[config.mk]
export PLATFORM = sky130hd
export DESIGN_NAME = decoder_pipe_param
export DESIGN_NICKNAME = d
export VERILOG_FILES = /design/src/rtl/decoder_pkg.sv /design/src/rtl/decoder_bank.sv /design/src/rtl/decoder_pipe_param.sv
export SDC_FILE = /design/constraint.sdc
export NUM_CORES = 1
export LEC_CHECK = 0
export BUFFER_PORTS_ARGS = -buffer_cell sky130_fd_sc_hd__buf_2
export CAP_MARGIN = 20
export CORE_MARGIN = 2
export CORE_UTILIZATION = 55
export CTS_CLUSTER_SIZE = 14
export DETAILED_ROUTE_END_ITERATION = 8
export GPL_ROUTABILITY_DRIVEN = 0
export PLACE_DENSITY = 0.8
export SYNTH_ARGS = -nofsm -noshare
export SYNTH_HDL_FRONTEND = slang
export SYNTH_HIERARCHICAL = 1
export SYNTH_SLANG_ARGS = --single-unit
[constraint.sdc]
create_clock -name clk -period 2.4 [get_ports clk]
set_input_delay 0.36 -clock clk [delete_from_list [all_inputs] [get_ports clk]]
set_output_delay 0.36 -clock clk [all_outputs]
set_load 0.05 [all_outputs]
[src/rtl/decoder_pkg.sv]
// Shared decode-mode encodings and sizing helper for the pipelined select decoder.
// Pure definitions: no latency, no flow control.
package decoder_pkg;

   typedef enum logic [1:0] {
      MODE_ONEHOT  = 2'b00,
      MODE_THERM   = 2'b01,
      MODE_ONECOLD = 2'b10,
      MODE_RSVD    = 2'b11
   } mode_e;

   // Number of sub-decoder banks addressed by the upper select bits.
   function automatic int bank_count(input int sel_w, input int sub_w);
      return 1 << (sel_w - sub_w);
   endfunction

endpackage

[src/rtl/decoder_bank.sv]
// Combinational SUB_W-to-2**SUB_W one-hot decoder with enable; zero latency.
// No flow control: output follows inputs within the cycle.
module decoder_bank #(
   parameter int SUB_W = 3
) (
   input  logic                  en,
   input  logic [SUB_W-1:0]      sel,
   output logic [(1<<SUB_W)-1:0] dec
);

   always_comb begin
      dec = '0;
      if (en) begin
         dec[sel] = 1'b1;
      end
   end

endmodule

[src/rtl/decoder_pipe_param.sv]
// Two-stage select decoder (one-hot/thermometer/one-cold), 2-cycle latency, 1 word/cycle.
// Valid/ready both sides; a stalled output holds its word and S1 fills before in_ready drops.
module decoder_pipe_param
   import decoder_pkg::*;
#(
   parameter int SEL_W = 4,
   parameter int SUB_W = 3,
   parameter int OUT_W = 16,
   parameter int CNT_W = 16
) (
   input  logic             clk,
   input  logic             rst_n,
   input  logic             in_valid,
   output logic             in_ready,
   input  logic [SEL_W-1:0] in_sel,
   input  logic [1:0]       in_mode,
   output logic             out_valid,
   input  logic             out_ready,
   output logic [OUT_W-1:0] out_word,
   output logic             out_err,
   output logic [CNT_W-1:0] dec_count
);

   localparam int BANKS  = bank_count(SEL_W, SUB_W);
   localparam int ROWS   = 1 << SUB_W;
   localparam int FULL_W = BANKS * ROWS;
   localparam logic [SEL_W:0]   OUT_LIM = (SEL_W+1)'(OUT_W);
   localparam logic [CNT_W-1:0] CNT_MAX = '1;

   typedef struct packed {
      logic [SEL_W-1:0] sel;
      mode_e            mode;
      logic [BANKS-1:0] bank_en;
   } s1_t;

   s1_t              s1_dat;
   s1_t              s1_nxt;
   logic             s1_vld;
   logic             s2_vld;
   logic             s1_adv;
   logic             accept;
   logic [FULL_W-1:0] onehot_full;
   logic [OUT_W-1:0] therm;
   logic [OUT_W-1:0] word_d;
   logic             err_d;
   logic             run;

   assign s1_adv    = !s2_vld || out_ready;
   assign in_ready  = !s1_vld || s1_adv;
   assign accept    = in_valid && in_ready;
   assign out_valid = s2_vld;

   always_comb begin
      s1_nxt         = '0;
      s1_nxt.sel     = in_sel;
      s1_nxt.mode    = mode_e'(in_mode);
      s1_nxt.bank_en[in_sel[SEL_W-1:SUB_W]] = 1'b1;
   end

   for (genvar b = 0; b < BANKS; b++) begin : g_bank
      decoder_bank #(
         .SUB_W (SUB_W)
      ) u_bank (
         .en  (s1_dat.bank_en[b]),
         .sel (s1_dat.sel[SUB_W-1:0]),
         .dec (onehot_full[b*ROWS +: ROWS])
      );
   end

   // Thermometer bit k is set when the selected position is at or above k.
   always_comb begin
      therm = '0;
      run   = 1'b0;
      for (int k = FULL_W-1; k >= 0; k--) begin
         run = run | onehot_full[k];
         if (k < OUT_W) begin
            therm[k] = run;
         end
      end
   end

   always_comb begin
      err_d  = ({1'b0, s1_dat.sel} >= OUT_LIM) || (s1_dat.mode == MODE_RSVD);
      word_d = '0;
      if (!err_d) begin
         case (s1_dat.mode)
            MODE_ONEHOT:  word_d = onehot_full[OUT_W-1:0];
            MODE_THERM:   word_d = therm;
            MODE_ONECOLD: word_d = ~onehot_full[OUT_W-1:0];
            default:      word_d = '0;
         endcase
      end
   end

   always_ff @(posedge clk) begin
      if (!rst_n) begin
         s1_vld <= 1'b0;
         s1_dat <= '0;
      end else if (in_ready) begin
         s1_vld <= in_valid;
         if (in_valid) begin
            s1_dat <= s1_nxt;
         end
      end
   end

   always_ff @(posedge clk) begin
      if (!rst_n) begin
         s2_vld   <= 1'b0;
         out_word <= '0;
         out_err  <= 1'b0;
      end else if (s1_adv) begin
         s2_vld <= s1_vld;
         if (s1_vld) begin
            out_word <= word_d;
            out_err  <= err_d;
         end
      end
   end

   always_ff @(posedge clk) begin
      if (!rst_n) begin
         dec_count <= '0;
      end else if (accept && (dec_count != CNT_MAX)) begin
         dec_count <= dec_count + 1'b1;
      end
   end

endmodule

-- Word-level counts from Yosys, hierarchy flattened
Index checks and enable logic that the tools add are counted.
- flip-flop bits (word level): 42
- output and inout bits: 35
- word-level logic and storage cells: 52
- $add $sub $neg: 1
- magnitude comparators: 4
- eq/ne operators: 4
- multiplexer cells: 8
- bitwise logic cells: 16
- reduce and logical (&&, ||, !) cells: 11
- operators with widths (operator ; count):
    16-bit case mux with 3 select lines ; 1
    16-bit by 1-bit adder with 16-bit output (second input constant) ; 1
    16-bit two-way mux ; 1
    8-bit two-way mux ; 2
    16-bit != test (second input constant) ; 1
    16-bit NOT ; 1
    1-bit OR ; 15
    2-bit equality test (second input constant) ; 2
    1-bit logical AND ; 4
    3-bit by 4-bit less-than comparator with 1-bit output (second input constant) ; 1
    2-bit AND reduction ; 2
    1-bit demux with 3-bit select ; 1
    3-bit by 1-bit greater-or-equal comparator with 1-bit output (second input constant) ; 1
    2-bit by 1-bit equality test with 1-bit output (second input constant) ; 1
    1-bit zero test ; 2
    2-bit zero test ; 1
    1-bit logical OR ; 2
    1-bit by 2-bit less-than comparator with 1-bit output (second input constant) ; 1
    1-bit two-way mux ; 2
    1-bit demux with 1-bit select ; 1
    1-bit greater-or-equal comparator (second input constant) ; 1

-- Logic depth before layout (Yosys ltp)
- word-level depth: 22
- depth in mapped cells: 7
- mapped depth without buffers: 5

-- By module
Netlist, hierarchy kept.
- modules (own cells, without submodules) (module ; times used ; cells an instance ; area each (sq um)):
    decoder_pipe_param ; 1 ; 254 ; 2095.8
    decoder_bank ; 2 ; 8 ; 95.1

-- Worst setup path before layout
Ideal clock, no wire load.
- path kind: register to register
- start point: reg s2_vld, in the netlist out_valid
- end point: reg dec_count[1]
- data arrival time: 2.155 ns
- required time: 2.330 ns
- path slack: 0.175 ns
- stages on the path, launching flop included: 6
- path buffers: 1
- period minus slack after synthesis: 2.225 ns
- path through: dfxtp_1 > nand3b_1 > nand2_1 > clkbuf_1 > o21ai_0 > a21oi_1
- cells in the longest elaborated chain, start to end: 5
- RTL lines (what ; line ; source):
    from (decl) ; decoder_pipe_param.sv:39 ; logic s2_vld;
    from (signal assigned) ; decoder_pipe_param.sv:113 ; s2_vld <= s1_vld;
    1-bit zero test ; decoder_pipe_param.sv:48 ; assign s1_adv = !s2_vld || out_ready;
    1-bit logical OR ; decoder_pipe_param.sv:48 ;
    1-bit logical OR ; decoder_pipe_param.sv:49 ; assign in_ready = !s1_vld || s1_adv;
    via in_ready ; decoder_pipe_param.sv:14 ; output logic in_ready,
    1-bit logical AND ; decoder_pipe_param.sv:50 ; assign accept = in_valid && in_ready;
    1-bit logical AND ; decoder_pipe_param.sv:124 ; end else if (accept && (dec_count != CNT_MAX)) begin
    to (signal assigned) ; decoder_pipe_param.sv:125 ; dec_count <= dec_count + 1'b1;
    to (decl) ; decoder_pipe_param.sv:21 ; output logic [CNT_W-1:0] dec_count
The timed path passes the listed nets, and every way through them passes these cells.
A chain may end at the register's enable or synchronous reset.

-- Worst setup path after layout
- start point: reg s1_dat[5] (netlist bit)
- end point: reg out_word[1]
- elaborated cells on any way between the ends: 24
- RTL lines (what ; line ; source):
    from (decl) ; decoder_pipe_param.sv:36 ; s1_t s1_dat;
    from (signal assigned) ; decoder_pipe_param.sv:102 ; s1_dat <= s1_nxt;
    3-bit by 4-bit less-than comparator with 1-bit output (implied by the code) or 3-bit by 1-bit greater-or-equal comparator with 1-bit output (tied branches) ; decoder_bank.sv:14 ; dec[sel] = 1'b1;
    1-bit logical AND (implied by the code) ; decoder_bank.sv:14 ;
    1-bit two-way mux (implied by the code) ; decoder_bank.sv:14 ;
    1-bit demux with 3-bit select * ; -- ;
    8-bit two-way mux * ; decoder_bank.sv:13 ; if (en) begin
    via onehot_full[5] ; decoder_pipe_param.sv:42 ; logic [FULL_W-1:0] onehot_full;
    1-bit OR * (5 in series) ; decoder_pipe_param.sv:75 ; run = run | onehot_full[k];
    16-bit case mux with 3 select lines * ; decoder_pipe_param.sv:86 ; case (s1_dat.mode)
    16-bit two-way mux * ; decoder_pipe_param.sv:85 ; if (!err_d) begin
    to (signal assigned) ; decoder_pipe_param.sv:115 ; out_word <= word_d;
    to (decl) ; decoder_pipe_param.sv:19 ; output logic [OUT_W-1:0] out_word,
The timed path passes the listed nets; every way through them passes the cells marked *.

==> metrics.md <==
| Metric | Value |
|---|---|
| Worst EP required | 2590 ps |
| Period utilisation layout | 89.8% |
| Chip height | 68.5 um |
| Hold-critical path depth | 3 |
| Area grow syn2layout | 15.1% |
| Setup CP Type | register to register |
| Global route total overflow | 0 |
| Diode count | 0 |
| Clock latency on the worst-skew pair | 290 ps |
| Die Footprint | 4690 sq um |
| Worst setup SP type | register |
| Post-CTS Hold Buffers | 0 |
| Remaining antenna violation count after routing | 0 |
| Power per Cell Area | 544 nW/um^2 |
| Worst min-delay path category | input pin to register |
| Post-synth net total | 281 |
| Layout cells sized above 1 | 24.4% |
| Setup ws final | 245 ps |
| Footprint of the multi-input gates | 1350 sq um |
| Placed wire-length estimate | 3740 um |
| Crit path largest cell delay | 430 ps |
| Register area | 841 sq um |
| TritonCTS clock tree | built |
| MaxCap Viol Count | 0 |
| Fill cells | 346 |
| Worst slew pin tran | 722 ps |
| Master of the slowest instance on the critical path | dfxtp_1 |
| Largest net degree at the start of global routing | 25 |
| Vias in the first global route | 1907 |
| Initial core utilization | 57.1% |
| CP cell instances | buf_4 > and4b_2 > or3_1 > nor4_4 > a21boi_1 > o221a_2 |
| CP bufs+invs | 1 |
| Fin cells | 361 |
| Reg power frac | 52.4% |
| RSZ-0062 raised after global routing | false |
| VDD IR-drop max | 0.300 mV |
| CTS Buffer Depth | 2 |
| Post-CTS Resized | 0 |
| Worst-path clk slew | 70 ps |
| Clock power share | 30.2% |
| Dpl ws | 173 ps |
| Routed wire length per instance | 14.9 um |
| Run status | completed |
| WP data arrival | 2350 ps |
| Via count | 2235 |
| Post-synthesis cell type count | 50 |
| Critical R2R Capture | out_word[1]$_SDFFE_PN0P_ |
| Num rows | 23 |
| Async SR Flop Fraction | 0% |
| Area share of the largest cell type after synthesis | 36.8% |
| CTS buffer count | 5 |
| Fmax | 464 MHz |
| Clk sinks | 42 |
| Top cells by count, synth | dfxtp_1, a21oi_1, nand2_1 |
| Synthesized cell area | 2290 sq um |
| Worst setup EP type | register |
| Initial DRC Count | 170 |
| FF-to-FF path depth | 6 |
| # DRC | 0 |
| Crit Path Max Fanout | 10 |
| Seq/Total Area, Yosys | 36.8% |
| First-pass GRT wire length | 8680 um |
| Number of port buffers | 44 |
| Dpl cells | 354 |
| Core Util, Final | 65.7% |
| R2r startpoint | s1_dat[5]$_SDFFE_PN0P_ |
| Pre-antenna DRT Iters | 5 |
| TNS Setup | 0 ps |
| Hold WS | 297 ps |
| Min-delay src | in_mode[1] |
| Reg2Reg Setup Slack | 250 ps |
| Crit path time final | 2150 ps |
| # IOs | 45 |
| Setup Fix Bufs, Post-CTS | 0 |
| CTS H-tree lvls | 2 |
| Gate power share | 17.4% |
| Cell taking the most area after synthesis | dfxtp_1 |
| Ys flop type | dfxtp_1 |
| Die Wd | 68.5 um |
| Post-synth EDFFs | 0 |
| Tot GR Track Use | 24.3% |
| Top-count cell post-synth | dfxtp_1 |
| Critical path's top delay family | simple AND/OR/NAND/NOR gates |
| Hold path endpoint | s1_dat[3]$_SDFFE_PN0P_ |
| Slew headroom | 51.9% |
| CTS root buf | clkbuf_8 |
| NetSw | 0.428 mW |
| Max Slew Vio Count | 0 |
| Synth Instances | 270 |
| Fin Clk Skew | 2.64 ps |
| Post-layout nets | 322 |
| Syn. warnings | 6 |
| Routed wire length | 5380 um |
| Switching Fraction | 29.9% |
| Syn Area/Cell | 8.47 sq um |
| Initial antenna violation count | 0 |
| Int Pwr | 1.00 mW |
| Synth area leaders | dfxtp_1, a21oi_1, nand2_1, o31ai_1, or4_1 |
| Synth Register Bits | 42 |
| Final Hold Violating Endpoints | 0 |
| Leakage power | 1.06 nW |
| Via-per-instance ratio | 6.19 |
| Core area | 4000 sq um |
| Finish-stage setup viols | 0 |
registers in the layout (all words and copies together), names as in the netlist:
| signal | flops |
|---|---|
| dec_count | 16 |
| out_word | 16 |
| s1_dat | 7 |
| out_valid | 1 |
| s1_vld | 1 |
| out_err | 1 |
area by class of cell:
cell class                 count  area share (%)
sequential                    42            32.0
clock buffer                   7            2.90
multi-input combinational    203            51.2
inverter                       8            1.14
timing repair buffer          51            10.4
tap                           50            2.38
worst register-to-register path, stage by stage, from the launching register on:
cell and delay [ps]:
dfxtp_1 430, buf_4 210, and4b_2 260, or3_1 400, nor4_4 400, a21boi_1 110, o221a_2 250
kinds of logic (layout without fill, tap and decap cells):
kind of cell	Yosys count	count (layout)	synth area share (%)
AND/OR/NAND/NOR	116	116	32.4
multiplexers	8	8	3.61
buffers and inverters	25	66	4.54
flip-flops	42	42	36.8
adder cells (fa/ha/maj)	1	1	0.547
AO/OA/AOI/OAI	78	78	22.1
power by group through the flow:
| stage | registers [mW] | logic [mW] | clock network (mW) |
|---|---|---|---|
| 2_1_floorplan | 0.841 | 0.112 | 0 |
| 3_3_place_gp | 0.764 | 0.244 | 0 |
| 3_5_place_dp | 0.767 | 0.247 | 0 |
| 4_1_cts | 0.751 | 0.248 | 0.443 |
| 5_1_grt | 0.756 | 0.269 | 0.465 |
| 6_report | 0.750 | 0.249 | 0.433 |
metal layers:
metal  up-vias  part of all wire, %  GRT usage [%]
li1       1107                    -              -
met1      1051                   48           33.4
met2        68                   45           36.4
met3         9                  5.4           5.92
met4         0                  1.6           9.25
met5         -                    0              0
how the worst max path moves through the flow:
| stage | depth (start not counted) | end | slack (ps) | from |
|---|---|---|---|---|
| 4_1_cts | 5 | out_word[1]$_SDFFE_PN0P_ | 150 | s1_dat[6]$_SDFFE_PN0P_ |
| 2_1_floorplan | 5 | dec_count[1]$_SDFFE_PN0P_ | 170 | out_valid$_SDFFE_PN0P_ |
| 5_1_grt | 5 | out_word[1]$_SDFFE_PN0P_ | 70 | s1_dat[6]$_SDFFE_PN0P_ |
| 6_report | 6 | out_word[1]$_SDFFE_PN0P_ | 250 | s1_dat[5]$_SDFFE_PN0P_ |
| 3_5_place_dp | 5 | out_word[1]$_SDFFE_PN0P_ | 170 | s1_dat[6]$_SDFFE_PN0P_ |
| 3_3_place_gp | 5 | out_word[0]$_SDFFE_PN0P_ | 220 | s1_dat[6]$_SDFFE_PN0P_ |
through the flow:
step                cell area (sq um)  power, mW
CTS                              2630       1.44
global route                     2630       1.49
floorplan                        2290      0.952
global placement                 2550       1.01
finish                           2630       1.43
detailed placement               2550       1.01
layout by cell type (no fill, tap or decap), drive strengths merged, types with 2 or more instances in the layout:
| cell | netlist | final |
|---|---|---|
| buf | 4 | 51 |
| dfxtp | 42 | 42 |
| a21oi | 32 | 32 |
| nand2 | 25 | 25 |
| nor2 | 17 | 17 |
| o21ai | 12 | 12 |
| o31ai | 10 | 10 |
| or4 | 10 | 10 |
| inv | 8 | 8 |
| nand2b | 8 | 8 |
| nand3 | 8 | 8 |
| clkbuf | 13 | 7 |
| or3 | 6 | 6 |
| mux2i | 6 | 6 |
| nand4 | 6 | 6 |
| and4b | 6 | 6 |
| and4bb | 6 | 6 |
| nor3 | 4 | 4 |
| and2 | 4 | 4 |
| o211a | 4 | 4 |
| nor4 | 4 | 4 |
| and4 | 4 | 4 |
| nor4b | 4 | 4 |
| o221ai | 3 | 3 |
| o221a | 3 | 3 |
| nand3b | 2 | 2 |
| o21bai | 2 | 2 |
| o211ai | 2 | 2 |
| mux2 | 2 | 2 |
| a31oi | 2 | 2 |
(Power assumes the default switching activity.)
